==> src/rtl/aes_ctrl_pkg.sv <==
// Shared AES control definitions: scheduler states, key-size modes, owners,
// and the round count for each key size.
package aes_ctrl_pkg;

    typedef enum logic [2:0] {
        ST_IDLE,
        ST_EXP_CLR,
        ST_EXPAND,
        ST_READY,
        ST_RUN
    } sched_state_t;

    localparam logic [1:0] AES_MODE_128 = 2'b00;
    localparam logic [1:0] AES_MODE_192 = 2'b01;
    localparam logic [1:0] AES_MODE_256 = 2'b10;

    localparam logic OWNER_ENC = 1'b0;
    localparam logic OWNER_DEC = 1'b1;

    function automatic logic [3:0] nr_for_mode(input logic [1:0] mode);
        if (mode[1])
            return 4'd14;
        else if (mode[0])
            return 4'd12;
        else
            return 4'd10;
    endfunction

endpackage

==> src/rtl/aes_rr_arb2.sv <==
// Two-requester round-robin arbiter: req[0]=encrypt, req[1]=decrypt.
// On a tie the requester that did not own the port last time wins.
module aes_rr_arb2
    import aes_ctrl_pkg::*;
(
    input  logic [1:0] req,
    input  logic       last_owner,
    output logic [1:0] gnt
);

    always_comb begin
        gnt = '0;
        if (req == 2'b11)
            gnt = (last_owner == OWNER_ENC) ? 2'b10 : 2'b01;
        else
            gnt = req;
    end

endmodule

==> src/rtl/aes_rkey_sched.sv <==
// Round-key store sequencer: runs key expansion on key load, then grants the
// single key read port to the encrypt or decrypt core one block at a time.
module aes_rkey_sched
    import aes_ctrl_pkg::*;
#(
    parameter int unsigned EXP_TIMEOUT = 64,
    parameter int unsigned ADDR_W      = 4
) (
    input  logic              clk,
    input  logic              reset,
    input  logic              key_load,
    input  logic [1:0]        aes_mode,
    output logic              kexp_rst,
    input  logic              kexp_rdy,
    input  logic              enc_req,
    input  logic              dec_req,
    output logic              enc_gnt,
    output logic              dec_gnt,
    input  logic              rnd_adv,
    output logic [ADDR_W-1:0] rkey_addr,
    output logic              rkey_vld,
    output logic [3:0]        round_idx,
    output logic              first_rnd,
    output logic              last_rnd,
    output logic              blk_done,
    output logic              key_valid,
    output logic              kexp_err
);

    localparam int unsigned TMR_W = $clog2(EXP_TIMEOUT) + 1;

    sched_state_t      state, state_nxt;
    logic [1:0]        mode_q, mode_nxt;
    logic              load_pend;
    logic [TMR_W-1:0]  timer;
    logic              key_valid_q, kexp_err_q, last_owner;
    logic              enc_gnt_q, dec_gnt_q, rkey_vld_q, blk_done_q;
    logic [3:0]        round_q;
    logic [ADDR_W-1:0] addr_q;
    logic [3:0]        nr;
    logic [1:0]        arb_gnt;
    logic              blk_end, timeout, any_req;

    assign nr      = nr_for_mode(mode_q);
    assign any_req = enc_req | dec_req;
    assign blk_end = (state == ST_RUN) && rnd_adv && (round_q == nr);
    assign timeout = (state == ST_EXPAND) && !kexp_rdy &&
                     (timer == TMR_W'(EXP_TIMEOUT - 1));

    aes_rr_arb2 u_arb (
        .req        ({dec_req, enc_req}),
        .last_owner (last_owner),
        .gnt        (arb_gnt)
    );

    always_ff @(posedge clk) begin
        if (reset)
            state <= ST_IDLE;
        else
            state <= state_nxt;
    end

    always_comb begin
        state_nxt = state;
        case (state)
            ST_IDLE:    if (key_load) state_nxt = ST_EXP_CLR;
            ST_EXP_CLR: state_nxt = key_load ? ST_EXP_CLR : ST_EXPAND;
            ST_EXPAND: begin
                if (key_load)      state_nxt = ST_EXP_CLR;
                else if (kexp_rdy) state_nxt = ST_READY;
                else if (timeout)  state_nxt = ST_IDLE;
            end
            ST_READY: begin
                if (key_load)     state_nxt = ST_EXP_CLR;
                else if (any_req) state_nxt = ST_RUN;
            end
            ST_RUN: begin
                if (blk_end)
                    state_nxt = (load_pend || key_load) ? ST_EXP_CLR : ST_READY;
            end
            default: state_nxt = ST_IDLE;
        endcase
    end

    always_ff @(posedge clk) begin
        if (reset) begin
            mode_q      <= AES_MODE_128;
            mode_nxt    <= AES_MODE_128;
            load_pend   <= 1'b0;
            timer       <= '0;
            key_valid_q <= 1'b0;
            kexp_err_q  <= 1'b0;
            last_owner  <= OWNER_DEC;
            enc_gnt_q   <= 1'b0;
            dec_gnt_q   <= 1'b0;
            rkey_vld_q  <= 1'b0;
            blk_done_q  <= 1'b0;
            round_q     <= '0;
            addr_q      <= '0;
        end else begin
            blk_done_q <= 1'b0;
            timer      <= (state == ST_EXPAND) ? timer + TMR_W'(1) : '0;

            if (key_load && state != ST_RUN) begin
                mode_q      <= aes_mode;
                key_valid_q <= 1'b0;
                kexp_err_q  <= 1'b0;
            end

            if (state == ST_EXPAND && !key_load) begin
                if (kexp_rdy)
                    key_valid_q <= 1'b1;
                else if (timeout)
                    kexp_err_q <= 1'b1;
            end

            if (state == ST_READY && !key_load && any_req) begin
                enc_gnt_q  <= arb_gnt[0];
                dec_gnt_q  <= arb_gnt[1];
                rkey_vld_q <= 1'b1;
                round_q    <= '0;
                addr_q     <= arb_gnt[1] ? ADDR_W'(nr) : '0;
            end

            if (state == ST_RUN) begin
                if (key_load) begin
                    load_pend <= 1'b1;
                    mode_nxt  <= aes_mode;
                end
                if (rnd_adv) begin
                    if (round_q == nr) begin
                        enc_gnt_q  <= 1'b0;
                        dec_gnt_q  <= 1'b0;
                        rkey_vld_q <= 1'b0;
                        blk_done_q <= 1'b1;
                        last_owner <= dec_gnt_q ? OWNER_DEC : OWNER_ENC;
                        round_q    <= '0;
                        addr_q     <= '0;
                        // A load arriving on the final advance is taken directly, skipping mode_nxt.
                        if (load_pend || key_load) begin
                            mode_q      <= key_load ? aes_mode : mode_nxt;
                            load_pend   <= 1'b0;
                            key_valid_q <= 1'b0;
                            kexp_err_q  <= 1'b0;
                        end
                    end else begin
                        round_q <= round_q + 4'd1;
                        addr_q  <= dec_gnt_q ? addr_q - ADDR_W'(1) : addr_q + ADDR_W'(1);
                    end
                end
            end
        end
    end

    assign kexp_rst  = (state == ST_IDLE) || (state == ST_EXP_CLR);
    assign enc_gnt   = enc_gnt_q;
    assign dec_gnt   = dec_gnt_q;
    assign rkey_vld  = rkey_vld_q;
    assign rkey_addr = addr_q;
    assign round_idx = round_q;
    assign first_rnd = rkey_vld_q && (round_q == 4'd0);
    assign last_rnd  = rkey_vld_q && (round_q == nr);
    assign blk_done  = blk_done_q;
    assign key_valid = key_valid_q;
    assign kexp_err  = kexp_err_q;

endmodule
==> config.mk <==
export PLATFORM = sky130hd
export DESIGN_NAME = aes_rkey_sched
export DESIGN_NICKNAME = d
export VERILOG_FILES = /design/src/rtl/aes_ctrl_pkg.sv /design/src/rtl/aes_rr_arb2.sv /design/src/rtl/aes_rkey_sched.sv
export SDC_FILE = /design/constraint.sdc
export NUM_CORES = 1
export LEC_CHECK = 0
export ABC_CLOCK_PERIOD_IN_PS = 2100
export CAP_MARGIN = 20
export CORE_ASPECT_RATIO = 1.75
export CORE_MARGIN = 1.5
export CORE_UTILIZATION = 55
export CTS_BUF_LIST = sky130_fd_sc_hd__clkbuf_4 sky130_fd_sc_hd__clkbuf_8
export DETAILED_ROUTE_END_ITERATION = 7
export GPL_TIMING_DRIVEN = 0
export PLACE_DENSITY = 0.81
export RECOVER_POWER = 100
export SLEW_MARGIN = 20
export SYNTH_ARGS = -nofsm -noshare
export SYNTH_HDL_FRONTEND = slang
export SYNTH_SLANG_ARGS = --single-unit
==> constraint.sdc <==
create_clock -name clk -period 2.1 [get_ports clk]
set_input_delay 0.21 -clock clk [delete_from_list [all_inputs] [get_ports clk]]
set_output_delay 0.21 -clock clk [all_outputs]
set_load 0.005 [all_outputs]
==> impl_metrics.toml, run 1 <==
[die]
num_rows = 26
design.portCount = 26
core_area_sq_um = 2895
floorplan.die_area_sq_um = 3361
chipWidth_microns = 44.47
start_util_pct = 57.17
floorplan.die.height_microns = 75.58

[sta]
worst_hold_slack_ns = 0.4557
final-hold-violation-count = 0
worstMarginPinSlew_ns = 0.7467
grt_setup_unrepaired = "false"
clock-skew-final_ns = 0.008463
setup_slack_ns = 0.05989
min_period_over_period_pct = 97.15
relSlewSlack_pct = 49.59
upper_clock_frequency_limit_mhz = 490.2
finalSetupViolCount = 0
maxSlewViolCount = 0
setup_total_negative_slack_ns = 0
period_minus_slack_ns = 2.040

[placed_design]
place.detailed.hpwl_microns = 3045
placed_cell_area_sq_um = 1941
gp_congestion = 0.9221
post-place-ws_ns = -0.02360
io_buffers = 25

[yosys]
post_synth_most_frequent_cells = "sky130_fd_sc_hd__dfxtp_1 (30), sky130_fd_sc_hd__nor2_1 (26), sky130_fd_sc_hd__a21oi_1 (18), sky130_fd_sc_hd__nand2_1 (15), sky130_fd_sc_hd__inv_1 (11)"
synth.lib_cells_used.distinct = 51
synth_area_sq_um = 1655
synth-main-ff-cell = "sky130_fd_sc_hd__dfxtp_1"
synth_cells = 196
postSynthNetCount = 211
postSynthAreaPerCell_sq_um = 8.446
number_of_enable_flip_flop_cells_after_synthesis = 0
netlist.area_leader.share_pct = 36.28
synth.yosys.seq_area_share_pct = 36.28
async_set_or_reset_register_ratio_after_synthesis_pct = 0
synthMostInstantiatedCell = "sky130_fd_sc_hd__dfxtp_1"
synth.area.top_cells = "sky130_fd_sc_hd__dfxtp_1 (36%), sky130_fd_sc_hd__nor2_1 (5.9%), sky130_fd_sc_hd__a21oi_1 (5.4%)"
flop_and_latch_count_out_of_synthesis = 30
synth_top_area_cell = "sky130_fd_sc_hd__dfxtp_1"
yosysWarnings = 0

[setup_path]
critPathArrivalTime_ns = 1.83
slowest_stage = "sky130_fd_sc_hd__clkdlybuf4s50_1"
critPathLaunchType = "register"
type_of_element_capturing_the_critical_path = "primary output"
cp.required_ns = 1.89
timing.critical_path.buf_inv = 1
rr_worst_depth = 6
critical_path.max_fanout = 5
critical_path_class = "register to primary output"
worstSetupPathDepth = 4
cp_cell_sequence = "and4bb_2 -> o31a_1 -> and2_1 -> clkdlybuf4s50_1"
critPathMaxStageDelay_ns = 0.43
worst_path_dominant_cell_family = "simple AND/OR/NAND/NOR gates"

[drt]
drcViolationCount = 3
avgViaCountPerCell = 6.031
postRouteWirelength_microns = 3987
wl_per_cell_microns = 15.33
drt_iter0_markers = 52
antenna_violating_nets_post_route = 0
vias = 1568
firstDrtPassIters = 7

[outcome]
status = "finished, violations left"
failed_checks = "DRC"

[clocking]
tritoncts = "yes"
cts_max_path_buffers = 2
path_clk_slew_ns = 0.06
htreeDepth = 2
clock-sinks = 30
post_cts_hold_buffer_count = 0
tritoncts.num_buffers = 5
cts-root-buf = "sky130_fd_sc_hd__clkbuf_8"
worstSkewPairLatency_ns = 0.29

[global_routing]
grt_first_pass_wirelength_microns = 6065
grt_max_degree = 11
grt.overflow.total = 0
grt_pass1_vias = 1426
grt_antenna_before_repair = 0
gr-usage-all-layers_pct = 24.64

[power]
cellPowerDensity_nw_per_um2 = 609.7
max_vdd_drop_mv = 0.5616
power.leakage_nw = 0.8716

[finish]
post_route_cells_drive_above_1_share_pct = 10.34
stdcell_area_sq_um = 2056
antenna_cells_inserted = 0
filler_cell_count = 223
num-nets-final = 246
area_delta_synth_final_pct = 24.19

[worst_hold_path]
whs_path_depth = 1
timing.hold.worst.class = "register to register"

[flow_run]
maxCapViolCount = 0
-- layer usage --
layer  share of wire, %  GRT usage, %  routed length (microns)
met5                  0             0                        0
met2                 58         47.34                     2301
met1                 37         22.87                     1473
met3                3.5         5.687                      138
met4                1.9         13.13                       74
-- area by class of cell --
cell class                 count  area (sq um)  area share, %
buffer                        10         42.54          2.069
clock buffer                   7         90.09          4.382
clock inverter                 1         5.005         0.2435
inverter                      11         41.29          2.009
multi-input combinational    145         958.4          46.62
sequential                    30         610.6          29.70
tap                           28         35.03          1.704
timing repair buffer          28         272.8          13.27
-- repair_timing --
action,CTS,global route
gates resized for setup,4,4
buffers inserted,1,2
gates cloned,0,0
endpoints found under the hold margin,0,0
pin swaps,0,2
setup endpoints to repair,1,1
-- worst paths after layout --
| check | startpoint | slack (ns) | endpoint |
|---|---|---|---|
| setup / recovery | mode_q[1] | 0.06 | last_rnd |
| hold / removal | timer[0] | 0.46 | timer[0] |
| setup reg to reg | mode_q[1] | 0.12 | rkey_addr[1] |
| hold reg to reg | timer[0] | 0.46 | timer[0] |
-- cell usage in the layout, fill, tap and decap left out, types with 3 or more instances in the layout --
cell type,synthesis,routed
sky130_fd_sc_hd__nand2b_1,3,3
sky130_fd_sc_hd__clkbuf_1,3,6
sky130_fd_sc_hd__mux2i_1,4,4
sky130_fd_sc_hd__dfxtp_1,30,26
sky130_fd_sc_hd__clkdlybuf4s50_1,0,8
sky130_fd_sc_hd__xor2_1,3,3
sky130_fd_sc_hd__nand2_1,15,15
sky130_fd_sc_hd__a21oi_1,18,18
sky130_fd_sc_hd__dlygate4sd3_1,0,17
sky130_fd_sc_hd__clkbuf_8,0,6
sky130_fd_sc_hd__o21ai_0,5,5
sky130_fd_sc_hd__and3_1,4,4
sky130_fd_sc_hd__ha_1,5,5
sky130_fd_sc_hd__nor2_1,26,26
sky130_fd_sc_hd__and4bb_1,4,3
sky130_fd_sc_hd__inv_1,11,11
sky130_fd_sc_hd__nand3_1,10,10
sky130_fd_sc_hd__nor3_1,5,5
sky130_fd_sc_hd__buf_2,6,3
-- flip-flops by register name, summed over array words and instances, names as in the netlist --
register / flops
rkey_vld: 1
timer: 7
mode_nxt: 2
last_owner: 1
mode_q: 2
round_idx: 4
enc_gnt: 1
key_valid: 1
dec_gnt: 1
kexp_err: 1
rkey_addr: 4
state: 3
load_pend: 1
blk_done: 1
-- power by group --
part	internal [mW]	switching, mW
clock	0.277	0.211
sequential	0.583	0.0148
combinational	0.0740	0.0939
total	0.933	0.320
-- worst reg2reg max path, stage by stage, from the launching register on --
cell and delay, ns:
sky130_fd_sc_hd__dfxtp_4 0.37, sky130_fd_sc_hd__and4bb_2 0.26, sky130_fd_sc_hd__clkbuf_4 0.14, sky130_fd_sc_hd__o311ai_1 0.60, sky130_fd_sc_hd__nand2_1 0.16, sky130_fd_sc_hd__buf_2 0.23
sky130_fd_sc_hd__a31oi_1 0.15
-- stage by stage --
stage	instances	total power [mW]	util (%)
detailed placement	249	0.7830	67.03
global route	260	1.304	71.00
global placement	249	0.7774	67.03
CTS	258	1.271	70.70
floorplan	196	0.7177	-
finish	260	1.253	71.00
-- logic make-up after synthesis --
family / Yosys count / synth area share, %
AND/OR/NAND/NOR: 85 / 28.95
AO/OA/AOI/OAI: 45 / 19.35
flip-flops: 30 / 36.28
buffers and inverters: 21 / 5.215
adder cells (fa/ha/maj): 6 / 4.989
multiplexers: 5 / 3.099
XOR/XNOR: 4 / 2.117
Note: power is estimated with default switching activity, not from simulation.
==> inputs of run 2 (changes only) <==
Settings changed: ABC_CLOCK_PERIOD_IN_PS 2100 to 2650, CORE_UTILIZATION 55 to 59, PLACE_DENSITY 0.81 to 0.87.
Clock period 2.1 ns to 2.65 ns, I/O delays scaled along.
==> impl_metrics.toml, run 2 (synthesis gave the netlist of run 1 again) <==
[clocking]
tritoncts.num_buffers = 5
cts_setup_buffers = 0
cts_max_path_buffers = 2
htreeDepth = 2
post_cts_hold_buffer_count = 0
tritoncts = "yes"
path_clk_slew_ns = 0.06
clock-sinks = 30
cts-root-buf = "sky130_fd_sc_hd__clkbuf_8"
post_cts_sizing = 0
worstSkewPairLatency_ns = 0.28

[global_routing]
busiest_metal_layer_after_global_routing = "met2"
grt.overflow.total = 0
grt_first_pass_wirelength_microns = 6734
grt_use_met2_pct = 52.19
grt_antenna_before_repair = 0
met3_demand_to_capacity_share_in_global_routing_pct = 5.198
grt_use_met1_pct = 27.24
grt_pass1_vias = 1577
gr-usage-all-layers_pct = 28.01
grt_max_degree = 11

[finish]
layout_commonest_cell = "sky130_fd_sc_hd__dfxtp_1"
filler_cell_count = 221
layout.cells.most_common_list = "sky130_fd_sc_hd__dfxtp_1 (30), sky130_fd_sc_hd__nor2_1 (26), sky130_fd_sc_hd__a21oi_1 (18), sky130_fd_sc_hd__dlygate4sd3_1 (18), sky130_fd_sc_hd__nand2_1 (15)"
post_route_cells_drive_above_1_share_pct = 6.550
top_register = "timer"
stdcell_area_sq_um = 2019
antenna_cells_inserted = 0
num-nets-final = 243
largest_register_ff_count = 7
area_delta_synth_final_pct = 22.00

[outcome]
status = "complete, no violations"

[drt]
wl_per_cell_microns = 15.43
postRouteWirelength_microns = 3951
antenna_violating_nets_post_route = 0
drcViolationCount = 0
drt_iter0_markers = 48
firstDrtPassIters = 4
avgViaCountPerCell = 6.242
vias = 1598

[power]
max_vdd_drop_mv = 0.4709
power.leakage_nw = 0.8585
cellPowerDensity_nw_per_um2 = 491.7
post-layout-total-power_mw = 0.9930

[setup_path]
critical_path.max_fanout = 8
reg2reg_setup_slack_ns = 0.48
worst_path_dominant_cell_family = "buffers and inverters"
slowest_stage = "sky130_fd_sc_hd__clkdlybuf4s50_1"
timing.critical_path.buf_inv = 1
cp.required_ns = 2.38
critPathArrivalTime_ns = 1.94
cp_cell_sequence = "nor4b_4 -> o31a_1 -> and2_1 -> clkdlybuf4s50_1"
critPathMaxStageDelay_ns = 0.49
worstSetupPathDepth = 4
rr_worst_depth = 5
critPathLaunchType = "register"
critical_path_class = "register to primary output"
type_of_element_capturing_the_critical_path = "primary output"

[worst_hold_path]
whs_path_depth = 1
timing.hold.worst.class = "register to register"

[sta]
setup_slack_ns = 0.4431
worstMarginPinSlew_ns = 0.8440
upper_clock_frequency_limit_mhz = 453.1
setup_total_negative_slack_ns = 0
clock-skew-final_ns = 0.005906
period_minus_slack_ns = 2.207
maxSlewViolCount = 0
final-hold-violation-count = 0
relSlewSlack_pct = 43.02
finalSetupViolCount = 0
grt_setup_unrepaired = "false"
min_period_over_period_pct = 83.28

[placed_design]
io_buffers = 25
place.detailed.hpwl_microns = 3116
gp_congestion = 0.8653
placed_cell_area_sq_um = 1939
post-place-ws_ns = 0.4948

[die]
floorplan.die.height_microns = 73.07
num_rows = 25
design.portCount = 26
chipWidth_microns = 43.04
core_area_sq_um = 2690
floorplan.die_area_sq_um = 3145
start_util_pct = 61.53

[flow_run]
maxCapViolCount = 0
## run 2: area by class of cell
class / instances / area (sq um) / area share, %
buffer: 10 / 42.54 / 2.107
tap: 27 / 33.78 / 1.673
inverter: 11 / 41.29 / 2.045
sequential: 30 / 600.6 / 29.74
clock buffer: 7 / 90.09 / 4.461
multi-input combinational: 145 / 955.9 / 47.34
clock inverter: 1 / 5.005 / 0.2478
timing repair buffer: 25 / 250.2 / 12.39
## run 2: final timing paths
path / from / endpoint
hold reg to reg: timer[0] / timer[0]
hold / removal: timer[0] / timer[0]
setup reg to reg: round_idx[1] / rkey_addr[1]
setup / recovery: round_idx[1] / last_rnd
## run 2: power by group
group	switching [mW]	total, mW	internal (mW)	leakage, nW
logic	0.0752	0.135	0.0599	0.564
clock network	0.164	0.383	0.219	0.0517
registers	0.0116	0.474	0.463	0.243
total	0.251	0.993	0.742	0.858
## run 2: metal layers
metal	routed length (microns)	share of wire, %
met1	1436	36
met5	0	0
met2	2133	54
met3	189	4.8
met4	191	4.8
## run 2: metrics by stage
stage / hold slack, ns / util (%) / std cells
floorplan: 0.4074 / - / 196
CTS: 0.4543 / 75.63 / 256
detailed placement: 0.4412 / 72.09 / 248
finish: 0.4488 / 75.07 / 256
global placement: 0.4290 / 72.09 / 248
global route: 0.4711 / 75.07 / 256
==> inputs of run 3 (changes only) <==
Settings changed: ABC_CLOCK_PERIOD_IN_PS 2650 to 1900, CORE_UTILIZATION 59 to 50, PLACE_DENSITY 0.87 to 0.78.
Clock period 2.65 ns to 1.9 ns, I/O delays scaled along.
==> impl_metrics.toml, run 3 (synthesis gave the netlist of run 1 again) <==
[outcome]
status = "complete, no violations"

[finish]
finish.cell_count_without_fillers = 276
area_delta_synth_final_pct = 25.47
stdcell_area_sq_um = 2077
top_register = "timer"
layout.cells.most_common_list = "sky130_fd_sc_hd__nor2_1 (26), sky130_fd_sc_hd__dfxtp_1 (26), sky130_fd_sc_hd__a21oi_1 (18)"
antenna_cells_inserted = 0
num-nets-final = 248
post_route_cells_drive_above_1_share_pct = 10.73
filler_cell_count = 277
largest_register_ff_count = 7

[drt]
wl_per_cell_microns = 14.04
avgViaCountPerCell = 5.707
antenna_violating_nets_post_route = 0
postRouteWirelength_microns = 3876
vias = 1575
drcViolationCount = 0
drt_iter0_markers = 32
firstDrtPassIters = 4

[clocking]
cts-root-buf = "sky130_fd_sc_hd__clkbuf_8"
htreeDepth = 2
worstSkewPairLatency_ns = 0.28
clock-sinks = 30
path_clk_slew_ns = 0.06
tritoncts.num_buffers = 5
cts_max_path_buffers = 2
tritoncts = "yes"

[setup_path]
cp.required_ns = 2.06
critPathArrivalTime_ns = 1.97
type_of_element_capturing_the_critical_path = "register"
critical_path.max_fanout = 4
critical_path_class = "input pin to register"
critPathLaunchType = "input pin"

[power]
max_vdd_drop_mv = 0.6998
power.leakage_nw = 0.8779
cellPowerDensity_nw_per_um2 = 649.3

[die]
num_rows = 27
chipWidth_microns = 46.50
start_util_pct = 52.69
floorplan.die.height_microns = 79.12
core_area_sq_um = 3142
design.portCount = 26
floorplan.die_area_sq_um = 3678

[sta]
final-hold-violation-count = 0
worst_hold_slack_ns = 0.4503
finalSetupViolCount = 0
maxSlewViolCount = 0
min_period_over_period_pct = 95.17
grt_setup_unrepaired = "false"
upper_clock_frequency_limit_mhz = 553.0
clock-skew-final_ns = 0.001893
worstMarginPinSlew_ns = 0.5808
setup_total_negative_slack_ns = 0
relSlewSlack_pct = 60.67
period_minus_slack_ns = 1.808

[placed_design]
place.detailed.hpwl_microns = 2813
io_buffers = 25
placed_cell_area_sq_um = 1959
gp_congestion = 0.8851
place.detailed.instances = 264

[flow_run]
maxCapViolCount = 0

[global_routing]
grt_first_pass_wirelength_microns = 6513
grt_max_degree = 11
grt_pass1_vias = 1470
gr-usage-all-layers_pct = 24.02
grt.overflow.total = 0
grt_antenna_before_repair = 0

[worst_hold_path]
timing.hold.worst.class = "register to register"
## run 3: changes by cell type in the layout (fill, tap and decap cells not counted), sizes merged
| cell | delta |
|---|---|
| dlygate4sd3 | -5 |
| dlygate4sd2 | +1 |
| clkdlybuf4s25 | +1 |
| clkbuf | +1 |
| clkinv | -1 |
| clkdlybuf4s50 | +3 |
| buf | +4 |
## run 3: stage by stage
stage / utilization (%) / worst slack, ns / power, mW
after floorplan: - / 0.2509 / 0.7933
after global placement: 62.37 / -0.1688 / 0.8587
after detailed placement: 62.37 / -0.1869 / 0.8616
after CTS: 66.59 / 0.06335 / 1.358
after global routing: 66.11 / 0.01864 / 1.414
final: 66.11 / 0.09174 / 1.349
## run 3: critical path, stage by stage
cell                              delay, ns
sky130_fd_sc_hd__clkdlybuf4s50_1       0.47
sky130_fd_sc_hd__or4b_1                0.48
sky130_fd_sc_hd__a311o_1               0.36
sky130_fd_sc_hd__o211ai_1              0.11
sky130_fd_sc_hd__mux2_1                0.35
## run 3: routing by layer
layer / GRT usage (%) / part of all wire [%] / routed length [microns]
met1: 26.85 / 40 / 1552
met2: 40.42 / 54 / 2105
met3: 4.545 / 2.9 / 114
met4: 12.86 / 2.6 / 102
met5: 0 / 0 / 0
## run 3: power by group
part	switching, mW	internal, mW
clock	0.223	0.280
sequential	0.0159	0.644
combinational	0.0991	0.0863
## run 3: what timing repair did
| item | 4_1_cts | 5_1_grt |
|---|---|---|
| hold buffers | 0 | 0 |
| setup buffers | 5 | 0 |
| endpoints found under the setup margin | 1 | 1 |
| pin swaps | 2 | 0 |
| resized for setup | 9 | 1 |
## run 3: path summary, 6_finish.rpt
path	startpoint	end	slack, ns	cells past startpoint
hold reg to reg	timer[0]	timer[0]	0.45	1
hold / removal	timer[0]	timer[0]	0.45	1
setup reg to reg	state[2]	state[0]	0.12	4
setup / recovery	kexp_rdy	state[0]	0.09	5
## run 3: cell type report
| type | count | area (sq um) | share of cell area (%) |
|---|---|---|---|
| flip-flops and latches | 30 | 610.6 | 29.40 |
| clock buffers | 7 | 83.83 | 4.036 |
| plain buffers | 10 | 43.79 | 2.108 |
| repair buffers | 30 | 282.8 | 13.61 |
| well taps | 43 | 53.80 | 2.590 |
| multi-input cells | 145 | 960.9 | 46.27 |
| inverters | 11 | 41.29 | 1.988 |
